`src/rtl/icebus_status_frame_rx_if.sv`:
```
// ICEboard status-frame receiver bus: UART byte stream in,
// decoded per-motor status update out.
interface icebus_status_frame_rx_if #(
  parameter int N = 8
);
  localparam int MW = (N > 1) ? $clog2(N) : 1;

  logic [7:0]          rx_data;
  logic                rx_valid;
  logic                rx_error;
  logic [8*N-1:0]      id;
  logic                upd_valid;
  logic [MW-1:0]       upd_motor;
  logic signed [23:0]  encoder0_position;
  logic signed [23:0]  encoder1_position;
  logic signed [23:0]  displacement;
  logic signed [12:0]  current;
  logic signed [23:0]  duty;
  logic [31:0]         good_frames;
  logic [31:0]         crc_errors;
  logic [31:0]         drop_count;

  modport master (
    output rx_data, rx_valid, rx_error, id,
    input  upd_valid, upd_motor,
    input  encoder0_position, encoder1_position,
    input  displacement, current, duty,
    input  good_frames, crc_errors, drop_count
  );

  modport slave (
    input  rx_data, rx_valid, rx_error, id,
    output upd_valid, upd_motor,
    output encoder0_position, encoder1_position,
    output displacement, current, duty,
    output good_frames, crc_errors, drop_count
  );
endinterface

```
`src/rtl/icebus_status_frame_rx.sv`:
```
// ICEboard status frame parser: header hunt, CRC-16/CCITT-FALSE,
// id table lookup, one update strobe per good frame.
module icebus_status_frame_rx #(
  parameter int NUMBER_OF_MOTORS = 8,
  parameter int CLOCK_FREQ_HZ    = 50_000_000,
  parameter int BAUDRATE         = 1_000_000
) (
  input logic clk,
  input logic reset,
  icebus_status_frame_rx_if.slave bus
);
  localparam int N       = NUMBER_OF_MOTORS;
  localparam int MW      = (N > 1) ? $clog2(N) : 1;
  localparam int TIMEOUT = 20 * CLOCK_FREQ_HZ / BAUDRATE;
  localparam int GW      = $clog2(TIMEOUT + 1);

  typedef enum logic [2:0] {
    S_HUNT, S_ID, S_PAYLOAD, S_CRC, S_CHECK
  } state_t;

  function automatic logic [15:0] crc_step(
    input logic [15:0] c,
    input logic [7:0]  b
  );
    logic [15:0] r;
    r = c ^ {b, 8'h00};
    for (int i = 0; i < 8; i++)
      r = r[15] ? ((r << 1) ^ 16'h1021) : (r << 1);
    return r;
  endfunction

  function automatic logic [31:0] sat_inc(
    input logic [31:0] v
  );
    return (v == '1) ? v : v + 32'd1;
  endfunction

  function automatic logic [7:0] hdr_byte(
    input logic [1:0] i
  );
    logic [7:0] r;
    case (i)
      2'd0:    r = 8'hD0;
      2'd1:    r = 8'h0D;
      2'd2:    r = 8'hBE;
      default: r = 8'hEF;
    endcase
    return r;
  endfunction

  state_t          state_q;
  logic [1:0]      hdr_q;
  logic [3:0]      cnt_q;
  logic [15:0]     crc_q;
  logic [15:0]     crc_rx_q;
  logic [111:0]    pay_q;
  logic [7:0]      id_q;
  logic [GW-1:0]   gap_q;
  logic            chk_v_q;
  logic            chk_ok_q;
  logic            chk_hit_q;
  logic [MW-1:0]   chk_idx_q;
  logic            upd_q;
  logic [MW-1:0]   motor_q;
  logic [23:0]     enc0_q;
  logic [23:0]     enc1_q;
  logic [23:0]     disp_q;
  logic [12:0]     cur_q;
  logic [23:0]     duty_q;
  logic [31:0]     good_q;
  logic [31:0]     crcerr_q;
  logic [31:0]     drop_q;

  logic          hit;
  logic [MW-1:0] hit_idx;
  logic          idle;
  logic          past_hdr;
  logic          tmo;
  logic [7:0]    b;
  logic          unused_cur_hi;

  assign b = bus.rx_data;
  assign unused_cur_hi = ^pay_q[39:37];

  // Descending scan so the lowest matching index is left standing.
  always_comb begin
    hit     = 1'b0;
    hit_idx = '0;
    for (int i = N - 1; i >= 0; i--) begin
      if (bus.id[8*i +: 8] == id_q) begin
        hit     = 1'b1;
        hit_idx = MW'(i);
      end
    end
  end

  assign idle     = (state_q == S_HUNT && hdr_q == 2'd0)
                 || state_q == S_CHECK;
  assign past_hdr = state_q == S_ID
                 || state_q == S_PAYLOAD
                 || state_q == S_CRC;
  assign tmo      = !idle && !bus.rx_valid
                 && gap_q == GW'(TIMEOUT - 1);

  always_ff @(posedge clk or negedge reset) begin
    if (!reset) begin
      state_q   <= S_HUNT;
      hdr_q     <= '0;
      cnt_q     <= '0;
      crc_q     <= '0;
      crc_rx_q  <= '0;
      pay_q     <= '0;
      id_q      <= '0;
      gap_q     <= '0;
      chk_v_q   <= 1'b0;
      chk_ok_q  <= 1'b0;
      chk_hit_q <= 1'b0;
      chk_idx_q <= '0;
      upd_q     <= 1'b0;
      motor_q   <= '0;
      enc0_q    <= '0;
      enc1_q    <= '0;
      disp_q    <= '0;
      cur_q     <= '0;
      duty_q    <= '0;
      good_q    <= '0;
      crcerr_q  <= '0;
      drop_q    <= '0;
    end else begin
      upd_q   <= 1'b0;
      chk_v_q <= 1'b0;

      // Commit stage: verdict from CHECK lands one edge later.
      if (chk_v_q) begin
        if (!chk_ok_q) begin
          crcerr_q <= sat_inc(crcerr_q);
        end else if (!chk_hit_q) begin
          drop_q <= sat_inc(drop_q);
        end else begin
          upd_q   <= 1'b1;
          motor_q <= chk_idx_q;
          enc0_q  <= pay_q[111:88];
          enc1_q  <= pay_q[87:64];
          disp_q  <= pay_q[63:40];
          cur_q   <= pay_q[36:24];
          duty_q  <= pay_q[23:0];
          good_q  <= sat_inc(good_q);
        end
      end

      if (bus.rx_valid || idle)
        gap_q <= '0;
      else
        gap_q <= gap_q + GW'(1);

      if (bus.rx_error || tmo) begin
        state_q <= S_HUNT;
        hdr_q   <= '0;
        gap_q   <= '0;
        if (past_hdr)
          drop_q <= sat_inc(drop_q);
      end else begin
        unique case (state_q)
          S_HUNT: if (bus.rx_valid) begin
            if (b == hdr_byte(hdr_q)) begin
              if (hdr_q == 2'd3) begin
                state_q <= S_ID;
                hdr_q   <= '0;
              end else begin
                hdr_q <= hdr_q + 2'd1;
              end
            end else begin
              hdr_q <= (b == 8'hD0) ? 2'd1 : 2'd0;
            end
          end
          S_ID: if (bus.rx_valid) begin
            id_q    <= b;
            crc_q   <= crc_step(16'hFFFF, b);
            cnt_q   <= '0;
            state_q <= S_PAYLOAD;
          end
          S_PAYLOAD: if (bus.rx_valid) begin
            pay_q <= {pay_q[103:0], b};
            crc_q <= crc_step(crc_q, b);
            if (cnt_q == 4'd13) begin
              cnt_q   <= '0;
              state_q <= S_CRC;
            end else begin
              cnt_q <= cnt_q + 4'd1;
            end
          end
          S_CRC: if (bus.rx_valid) begin
            crc_rx_q <= {crc_rx_q[7:0], b};
            if (cnt_q == 4'd1)
              state_q <= S_CHECK;
            else
              cnt_q <= 4'd1;
          end
          S_CHECK: begin
            chk_v_q   <= 1'b1;
            chk_ok_q  <= crc_rx_q == crc_q;
            chk_hit_q <= hit;
            chk_idx_q <= hit_idx;
            state_q   <= S_HUNT;
            // A byte landing here starts the next header hunt.
            hdr_q <= (bus.rx_valid && b == 8'hD0) ? 2'd1 : 2'd0;
          end
          default: begin
            state_q <= S_HUNT;
            hdr_q   <= '0;
          end
        endcase
      end
    end
  end

  assign bus.upd_valid         = upd_q;
  assign bus.upd_motor         = motor_q;
  assign bus.encoder0_position = enc0_q;
  assign bus.encoder1_position = enc1_q;
  assign bus.displacement      = disp_q;
  assign bus.current           = cur_q;
  assign bus.duty              = duty_q;
  assign bus.good_frames       = good_q;
  assign bus.crc_errors        = crcerr_q;
  assign bus.drop_count        = drop_q;
endmodule

```
`src/flat_wrapper.sv`:
```
// flat-port wrapper written by rule: the top's interface ports become plain ports
module icebus_status_frame_rx_flat 
#(
  parameter int NUMBER_OF_MOTORS = 8,
  parameter int CLOCK_FREQ_HZ    = 50_000_000,
  parameter int BAUDRATE         = 1_000_000
)
  (clk, reset, bus_rx_data, bus_rx_valid, bus_rx_error, bus_id, bus_upd_valid, bus_upd_motor, bus_encoder0_position, bus_encoder1_position, bus_displacement, bus_current, bus_duty, bus_good_frames, bus_crc_errors, bus_drop_count);
  icebus_status_frame_rx_if #(.N(8)) bus_i ();
  input logic clk;
  input logic reset;
  input wire logic [$bits(bus_i.rx_data)-1:0] bus_rx_data;
  input wire logic [$bits(bus_i.rx_valid)-1:0] bus_rx_valid;
  input wire logic [$bits(bus_i.rx_error)-1:0] bus_rx_error;
  input wire logic [$bits(bus_i.id)-1:0] bus_id;
  output wire logic [$bits(bus_i.upd_valid)-1:0] bus_upd_valid;
  output wire logic [$bits(bus_i.upd_motor)-1:0] bus_upd_motor;
  output wire logic [$bits(bus_i.encoder0_position)-1:0] bus_encoder0_position;
  output wire logic [$bits(bus_i.encoder1_position)-1:0] bus_encoder1_position;
  output wire logic [$bits(bus_i.displacement)-1:0] bus_displacement;
  output wire logic [$bits(bus_i.current)-1:0] bus_current;
  output wire logic [$bits(bus_i.duty)-1:0] bus_duty;
  output wire logic [$bits(bus_i.good_frames)-1:0] bus_good_frames;
  output wire logic [$bits(bus_i.crc_errors)-1:0] bus_crc_errors;
  output wire logic [$bits(bus_i.drop_count)-1:0] bus_drop_count;
  assign bus_i.rx_data = bus_rx_data;
  assign bus_i.rx_valid = bus_rx_valid;
  assign bus_i.rx_error = bus_rx_error;
  assign bus_i.id = bus_id;
  assign bus_upd_valid = bus_i.upd_valid;
  assign bus_upd_motor = bus_i.upd_motor;
  assign bus_encoder0_position = bus_i.encoder0_position;
  assign bus_encoder1_position = bus_i.encoder1_position;
  assign bus_displacement = bus_i.displacement;
  assign bus_current = bus_i.current;
  assign bus_duty = bus_i.duty;
  assign bus_good_frames = bus_i.good_frames;
  assign bus_crc_errors = bus_i.crc_errors;
  assign bus_drop_count = bus_i.drop_count;
  icebus_status_frame_rx #(.NUMBER_OF_MOTORS(NUMBER_OF_MOTORS), .CLOCK_FREQ_HZ(CLOCK_FREQ_HZ), .BAUDRATE(BAUDRATE)) u_core (.clk(clk), .reset(reset), .bus(bus_i));
endmodule
```
`config.mk`:
```
export PLATFORM = sky130hd
export DESIGN_NAME = icebus_status_frame_rx_flat
export DESIGN_NICKNAME = d
export VERILOG_FILES = /design/src/rtl/icebus_status_frame_rx_if.sv /design/src/rtl/icebus_status_frame_rx.sv /design/src/flat_wrapper.sv
export SDC_FILE = /design/constraint.sdc
export NUM_CORES = 1
export LEC_CHECK = 0
export ABC_AREA = 1
export CAP_MARGIN = 10
export CORE_UTILIZATION = 55
export DETAILED_ROUTE_END_ITERATION = 8
export PLACE_DENSITY = 0.9
export SLEW_MARGIN = 20
export SYNTH_ARGS = -nofsm -noshare
export SYNTH_HDL_FRONTEND = slang
export SYNTH_SLANG_ARGS = --single-unit
```
`constraint.sdc`:
```
create_clock -name clk -period 2.6 [get_ports clk]
set_input_delay 0.39 -clock clk [delete_from_list [all_inputs] [get_ports clk]]
set_output_delay 0.39 -clock clk [all_outputs]
set_load 0.01 [all_outputs]
```
==> metrics, run 1 <==
status=completed; Rel. slew slack=0.5743; Max Slew Vio Count=0; Synth-to-Final Area Change=25.51%; initial antenna violation count=0; slowest CP cell=dfrtp_1; drc violations=0; Max-Cap Viols=0; RePlAce Congestion=0.9253; FMAX=456.9 MHz; PD cells=531.5 nW/um^2; Non-Filler Instances=2995; Worst Tran Pin Value=0.6386 ns; WP depth=10; wirelength, routed=49.04 mm; Worst path top cell family by delay=simple AND/OR/NAND/NOR gates; worst vdd ir=0.4081 mV; Overall Global Routing Usage=0.2887; FF+latch count, synth=386; CTS tree=done; crit path max fanout=23; PortBufs=284; R2R depth=10; Hold WC Path Type=input port to asynchronous set/reset pin; RSZ-0062 raised after global routing=no; # rows=66; Inst Count DP=2925; Setup CP Type=register to register; post-synthesis area per instance=8.248 um^2; H-tree levels=2; die area=34480 um^2; die height=185.7 um; Fin. Hold Viols=0; Pleak=10.54 nW; CP max stage delay=0.43 ns; first drt pass iteration count=5; drt wl/cell=16.37 um; period utilization=0.8417; Ports=285; fillers=2358; Initial Utilization=0.5646; total gr overflow=0; post-synthesis sequential area ratio=0.5205; clk_skew=0.01385 ns; TNS Setup=0 ns; number of vias per cell=5.419; layout net count=2614; routing usage on met3=0.03639; leading cell type in the layout, fill and taps excluded=nand2_1; later-pin clock latency in the skew report=0.53 ns; width of the die=185.7 um; crit path cell chain=ha_1, nand3_1, inv_1, nand2_1, nor2_1, nand2_1, nand4_2, buf_4, nor2_1, xor2_1; Final setup viols=0; most frequent cells in the layout=nand2_1, dfrtp_1, clkdlybuf4s50_1; CP arrival=2.61 ns; crit path buf inv count=2; clk slew on worst S/H paths=0.06 ns; Root Buffer Master=clkbuf_16; # diodes=0; Cell variety after synth=43; Worst Setup End Kind=register; grt met1 use=0.3573; Final HPWL DP=34.65 mm; global-route wire length before repair=79.53 mm; grt peak-use layer=met2; remaining antenna violation count=0; Syn Inst Count=2250; met2 Use GR=0.5060; worst-case clock buffer depth=3; asr flop ratio synth=1.000; CP startpoint kind=register; Period minus WS final=2.188 ns; required time of the critical path=3.02 ns; initial drt markers=1289; CTS buffer count=40; largest net degree at the start of global routing=102; via count=16.23k; Synth Flop Type=dfrtp_1; core area=32870 um^2; number of flops mapped to enable cells by yosys=0; # clock sinks=386; Post-Syn Area=18560 um^2; YS warnings=0; post-synth net total=2338; share of post-route cells with drive strength above 1=0.06385; vias in the first global route=15.95k
Yosys cell counts, types with 29 or more instances:
library cell / number / area [um^2]
nand3_1: 78 / 390.4
nor2_1: 152 / 570.6
clkbuf_1: 43 / 161.4
xor2_1: 83 / 727.0
nand4_1: 29 / 181.4
buf_2: 30 / 150.1
nor3_1: 45 / 225.2
nand2_1: 659 / 2474
o21ai_0: 262 / 1311
xnor2_1: 63 / 551.8
inv_1: 256 / 960.9
dfrtp_1: 386 / 9659
kinds of logic after synthesis:
group	Yosys count	share of synthesized area
AO/OA/AOI/OAI	319	0.08778
AND/OR/NAND/NOR	1036	0.2386
buffers and inverters	346	0.07281
XOR/XNOR	147	0.06978
adder cells (fa/ha/maj)	12	0.008090
multiplexers	4	0.002427
flip-flops	386	0.5205
final cells by class:
class	instances	area, um^2	area share
clock buffers	61	1210	0.05195
clock inverters	8	123.9	0.005318
inverters	271	1022	0.04389
multi-input cells	1518	7560	0.3246
flip-flops and latches	386	9659	0.4147
well taps	442	553.0	0.02374
repair buffers	309	3163	0.1358
flip-flops by register name (all words and copies together) (netlist names), 2 cells and up:
register,flops
u_core.bus.duty,24
u_core.gap_q,10
u_core.chk_idx_q,3
u_core.bus.good_frames,32
u_core.bus.displacement,24
u_core.hdr_q,2
u_core.pay_q,112
u_core.id_q,8
u_core.state_q,3
u_core.cnt_q,4
u_core.bus.drop_count,32
u_core.bus.current,13
u_core.bus.crc_errors,32
u_core.bus.upd_motor,3
u_core.crc_q,16
u_core.crc_rx_q,16
u_core.bus.encoder0_position,24
u_core.bus.encoder1_position,24
per-layer routing:
layer | share of wire | routed length, um
met1 | 0.39 | 19300
met2 | 0.50 | 24570
met3 | 0.064 | 3138
met4 | 0.042 | 2037
met5 | 0 | 0
through the flow:
stage / hold WS (ns) / instance area [um^2] / setup WS (ns) / power (W) / utilization
2_1_floorplan: 0.09441 / 18560 / 0.7573 / 0.006345 / -
3_3_place_gp: 0.3505 / 21950 / 0.4351 / 0.006669 / 0.6678
3_5_place_dp: 0.3595 / 21950 / 0.3908 / 0.006687 / 0.6678
4_1_cts: 0.3895 / 23290 / 0.4277 / 0.01244 / 0.7087
5_1_grt: 0.4207 / 23290 / 0.1599 / 0.01272 / 0.7087
6_report: 0.3816 / 23290 / 0.4115 / 0.01238 / 0.7087
report_power, final:
group	total [W]	internal, W	switching (W)
sequential	0.00605	0.00603	0.0000262
combinational	0.000520	0.000226	0.000294
clock	0.00581	0.00342	0.00238
total	0.0124	0.00968	0.00270
timing repair:
action	4_1_cts	5_1_grt
hold buffers	1	0
gates resized for setup	0	0
hold endpoints to repair	49	0
setup buffers	0	0
worst paths after layout:
kind                            slack, ns                          to                       from
max in group asynchronous            1.44    u_core.bus.crc_errors[5]                      reset
worst max register to register       0.41  u_core.bus.good_frames[11]  u_core.bus.good_frames[1]
worst min register to register       0.47     u_core.bus.upd_motor[0]    u_core.bus.upd_motor[0]
worst min-delay path                 0.38          u_core.bus.duty[5]                      reset
worst max-delay path                 0.41  u_core.bus.good_frames[11]  u_core.bus.good_frames[1]
min in group clk                     0.47     u_core.bus.upd_motor[0]    u_core.bus.upd_motor[0]
(Power assumes the default switching activity.)
==> run 2, diff against run 1 <==
==> constraint.sdc (replaced) <==
create_clock -name clk -period 2.1 [get_ports clk]
set_input_delay 0.315 -clock clk [delete_from_list [all_inputs] [get_ports clk]]
set_output_delay 0.315 -clock clk [all_outputs]
set_load 0.01 [all_outputs]
==> metrics, run 2 (same netlist as run 1, synthesis figures left out) <==
status=completed; Max-Cap Viols=0 (unchanged); most frequent cells in the layout=nand2_1, dfrtp_1, clkdlybuf4s50_1; clk slew on worst S/H paths=0.07 ns (about the same); vias in the first global route=16.32k (+2.3%); width of the die=185.7 um (unchanged); CP startpoint kind=register; worst setup path start=u_core.hdr_q[1]; Final setup viols=0 (unchanged); die height=185.7 um (unchanged); Clock power frac=0.479 (+0.010); crit path capture=u_core.hdr_q[0]; CP arrival=2.56 ns (-0.05 ns); RePlAce Congestion=0.9397 (+1.6%); initial drt markers=1406 (+9.1%); Tot Pwr=0.01568 W (+27%); CTS buffer count=40 (unchanged); initial antenna violation count=0 (unchanged); worst-case clock buffer depth=3 (unchanged); number of vias per cell=5.462 (+0.79%); Rel. slew slack=0.6743 (+0.1001); CTS tree=done; period utilization=0.9936 (+0.1518); fin area=23770 um^2 (+2.0%); drc violations=0 (unchanged); Pleak=10.81 nW (+2.6%); # clock sinks=386 (unchanged); Final HPWL DP=35.82 mm (+3.4%); FF-to-FF End=u_core.hdr_q[0]; later-pin clock latency in the skew report=0.54 ns (about the same); Max Slew Vio Count=0 (unchanged); Setup CP Type=register to register; Final WS setup=0.01353 ns (-0.3980 ns); crit path cell chain=buf_4, buf_4, ha_1, inv_1, nand2_1, o21ai_0, inv_1, nor2_1, nand2_1, nand2_1, nand2_1, o21ai_0, nand2_1, nand2_1; PD cells=659.7 nW/um^2 (+24%); number of flip-flops under the largest register name=112 (unchanged); sequential power share=0.478 (-0.011); required time of the critical path=2.58 ns (-0.44 ns); tightest hold margin=0.2981 ns (-0.08351 ns); global-route wire length before repair=80.41 mm (+1.1%); crit path buf inv count=4 (+2); clk_skew=0.01523 ns (+0.001381 ns); first drt pass iteration count=6 (+1); leading cell type in the layout, fill and taps excluded=nand2_1; drt wl/cell=16.54 um (+1.0%); FMAX=479.3 MHz (+4.9%); pre-CTS setup slack=0.0002260 ns (-0.3906 ns); slowest CP cell=dfrtp_1; largest net degree at the start of global routing=91 (-11%); Reg with most FFs=u_core.pay_q; PortBufs=284 (unchanged); total gr overflow=0 (unchanged); Int Power=0.01221 W (+26%); R2R depth=14 (+4); crit path max fanout=4 (-83%); Ports=285 (unchanged); Worst Setup End Kind=register; layout net count=2660 (+1.8%); Fin. Hold Viols=0 (unchanged); placed cell areas=22250 um^2 (+1.4%); # diodes=0 (unchanged); Worst Tran Pin Value=0.4885 ns (-0.1501 ns); Overall Global Routing Usage=0.2934 (+0.004735); worst r2r src=u_core.hdr_q[1]; Logic pwr share=0.042 (about the same); Initial Utilization=0.5646 (unchanged); H-tree levels=2 (unchanged); remaining antenna violation count=0 (unchanged); # rows=66 (unchanged); Worst path top cell family by delay=simple AND/OR/NAND/NOR gates; die area=34480 um^2 (unchanged); worst vdd ir=0.5223 mV (+28%); P_sw=0.003472 W (+28%); Sw Ratio=0.2214 (+0.003140); Synth-to-Final Area Change=28.06%; Root Buffer Master=clkbuf_16; WP depth=14 (+4); wirelength, routed=50.29 mm (+2.5%); Crit path top cell by count=nand2_1; TNS Setup=0 ns (unchanged); r2r setup slk=0.01 ns (-0.40 ns); Hold WC Path Type=input port to asynchronous set/reset pin; CP max stage delay=0.42 ns (about the same); core area=32870 um^2 (unchanged); share of post-route cells with drive strength above 1=0.08619 (+0.02234); via count=16.61k (+2.3%); Period minus WS final=2.086 ns (-0.1020 ns)
## run 2: cell types whose count changed in the layout (fill, tap and decap cells not counted), sizes merged
cell / change
bufinv: +3
inv: -2
clkinv: +6
clkinvlp: +4
clkbuf: -11
buf: +46
## run 2: what timing repair did
| item | in CTS | in global routing |
|---|---|---|
| resized for setup | 0 | 23 |
| hold endpoints to repair | 46 | 0 |
| hold buffers | 1 | 0 |
| setup buffers | 0 | 6 |
| endpoints found under the setup margin | 0 | 60 |
## run 2: stage by stage
stage	utilization	cells
finish	0.7231	3041
global route	0.7231	3041
CTS	0.7202	3035
detailed placement	0.6769	2965
global placement	0.6769	2965
floorplan	-	2250
## run 2: power groups by stage
stage	logic, W	clock network [W]	registers (W)
floorplan	0.000226	0	0.00763
global placement	0.000646	0	0.00763
detailed placement	0.000661	0	0.00763
CTS	0.000668	0.00760	0.00750
global route	0.000737	0.00787	0.00749
finish	0.000665	0.00752	0.00750
## run 2: metal layers
metal,GRT usage,wire (um),vias up
li1,-,-,7722
met4,0.1292,2069,0
met5,0,0,-
met3,0.04383,3284,154
met2,0.5164,25520,798
met1,0.3564,19420,7936
## run 2: worst min-delay path by stage
stage                from  slack (ns)  cells after the start                        to
floorplan           reset        0.02                      0  u_core.bus.crc_errors[0]
global route        reset        0.32                      2       u_core.bus.duty[21]
global placement    reset        0.28                      1       u_core.bus.duty[12]
detailed placement  reset        0.28                      1           u_core.pay_q[4]
CTS                 reset        0.30                      2           u_core.pay_q[9]
finish              reset        0.30                      2       u_core.bus.duty[21]
## run 2: layout make-up
| cell class | instances | area, um^2 |
|---|---|---|
| multi-input combinational | 1518 | 7596 |
| clock buffer | 50 | 1120 |
| timing repair buffer | 355 | 3512 |
| inverter | 271 | 1030 |
| tap | 442 | 553.0 |
| clock inverter | 19 | 291.5 |
| sequential | 386 | 9663 |
| fill | 2308 | 9101 |
==> run 3, diff against run 2 <==
--- a/config.mk
+++ b/config.mk
@@ -9,6 +9,7 @@
 export CAP_MARGIN = 10
 export CORE_UTILIZATION = 55
 export DETAILED_ROUTE_END_ITERATION = 8
+export HOLD_SLACK_MARGIN = 0.03
 export PLACE_DENSITY = 0.9
 export SLEW_MARGIN = 20
 export SYNTH_ARGS = -nofsm -noshare
==> results of run 3 <==
The final DEF is identical to that of run 2; final timing and power are the same.
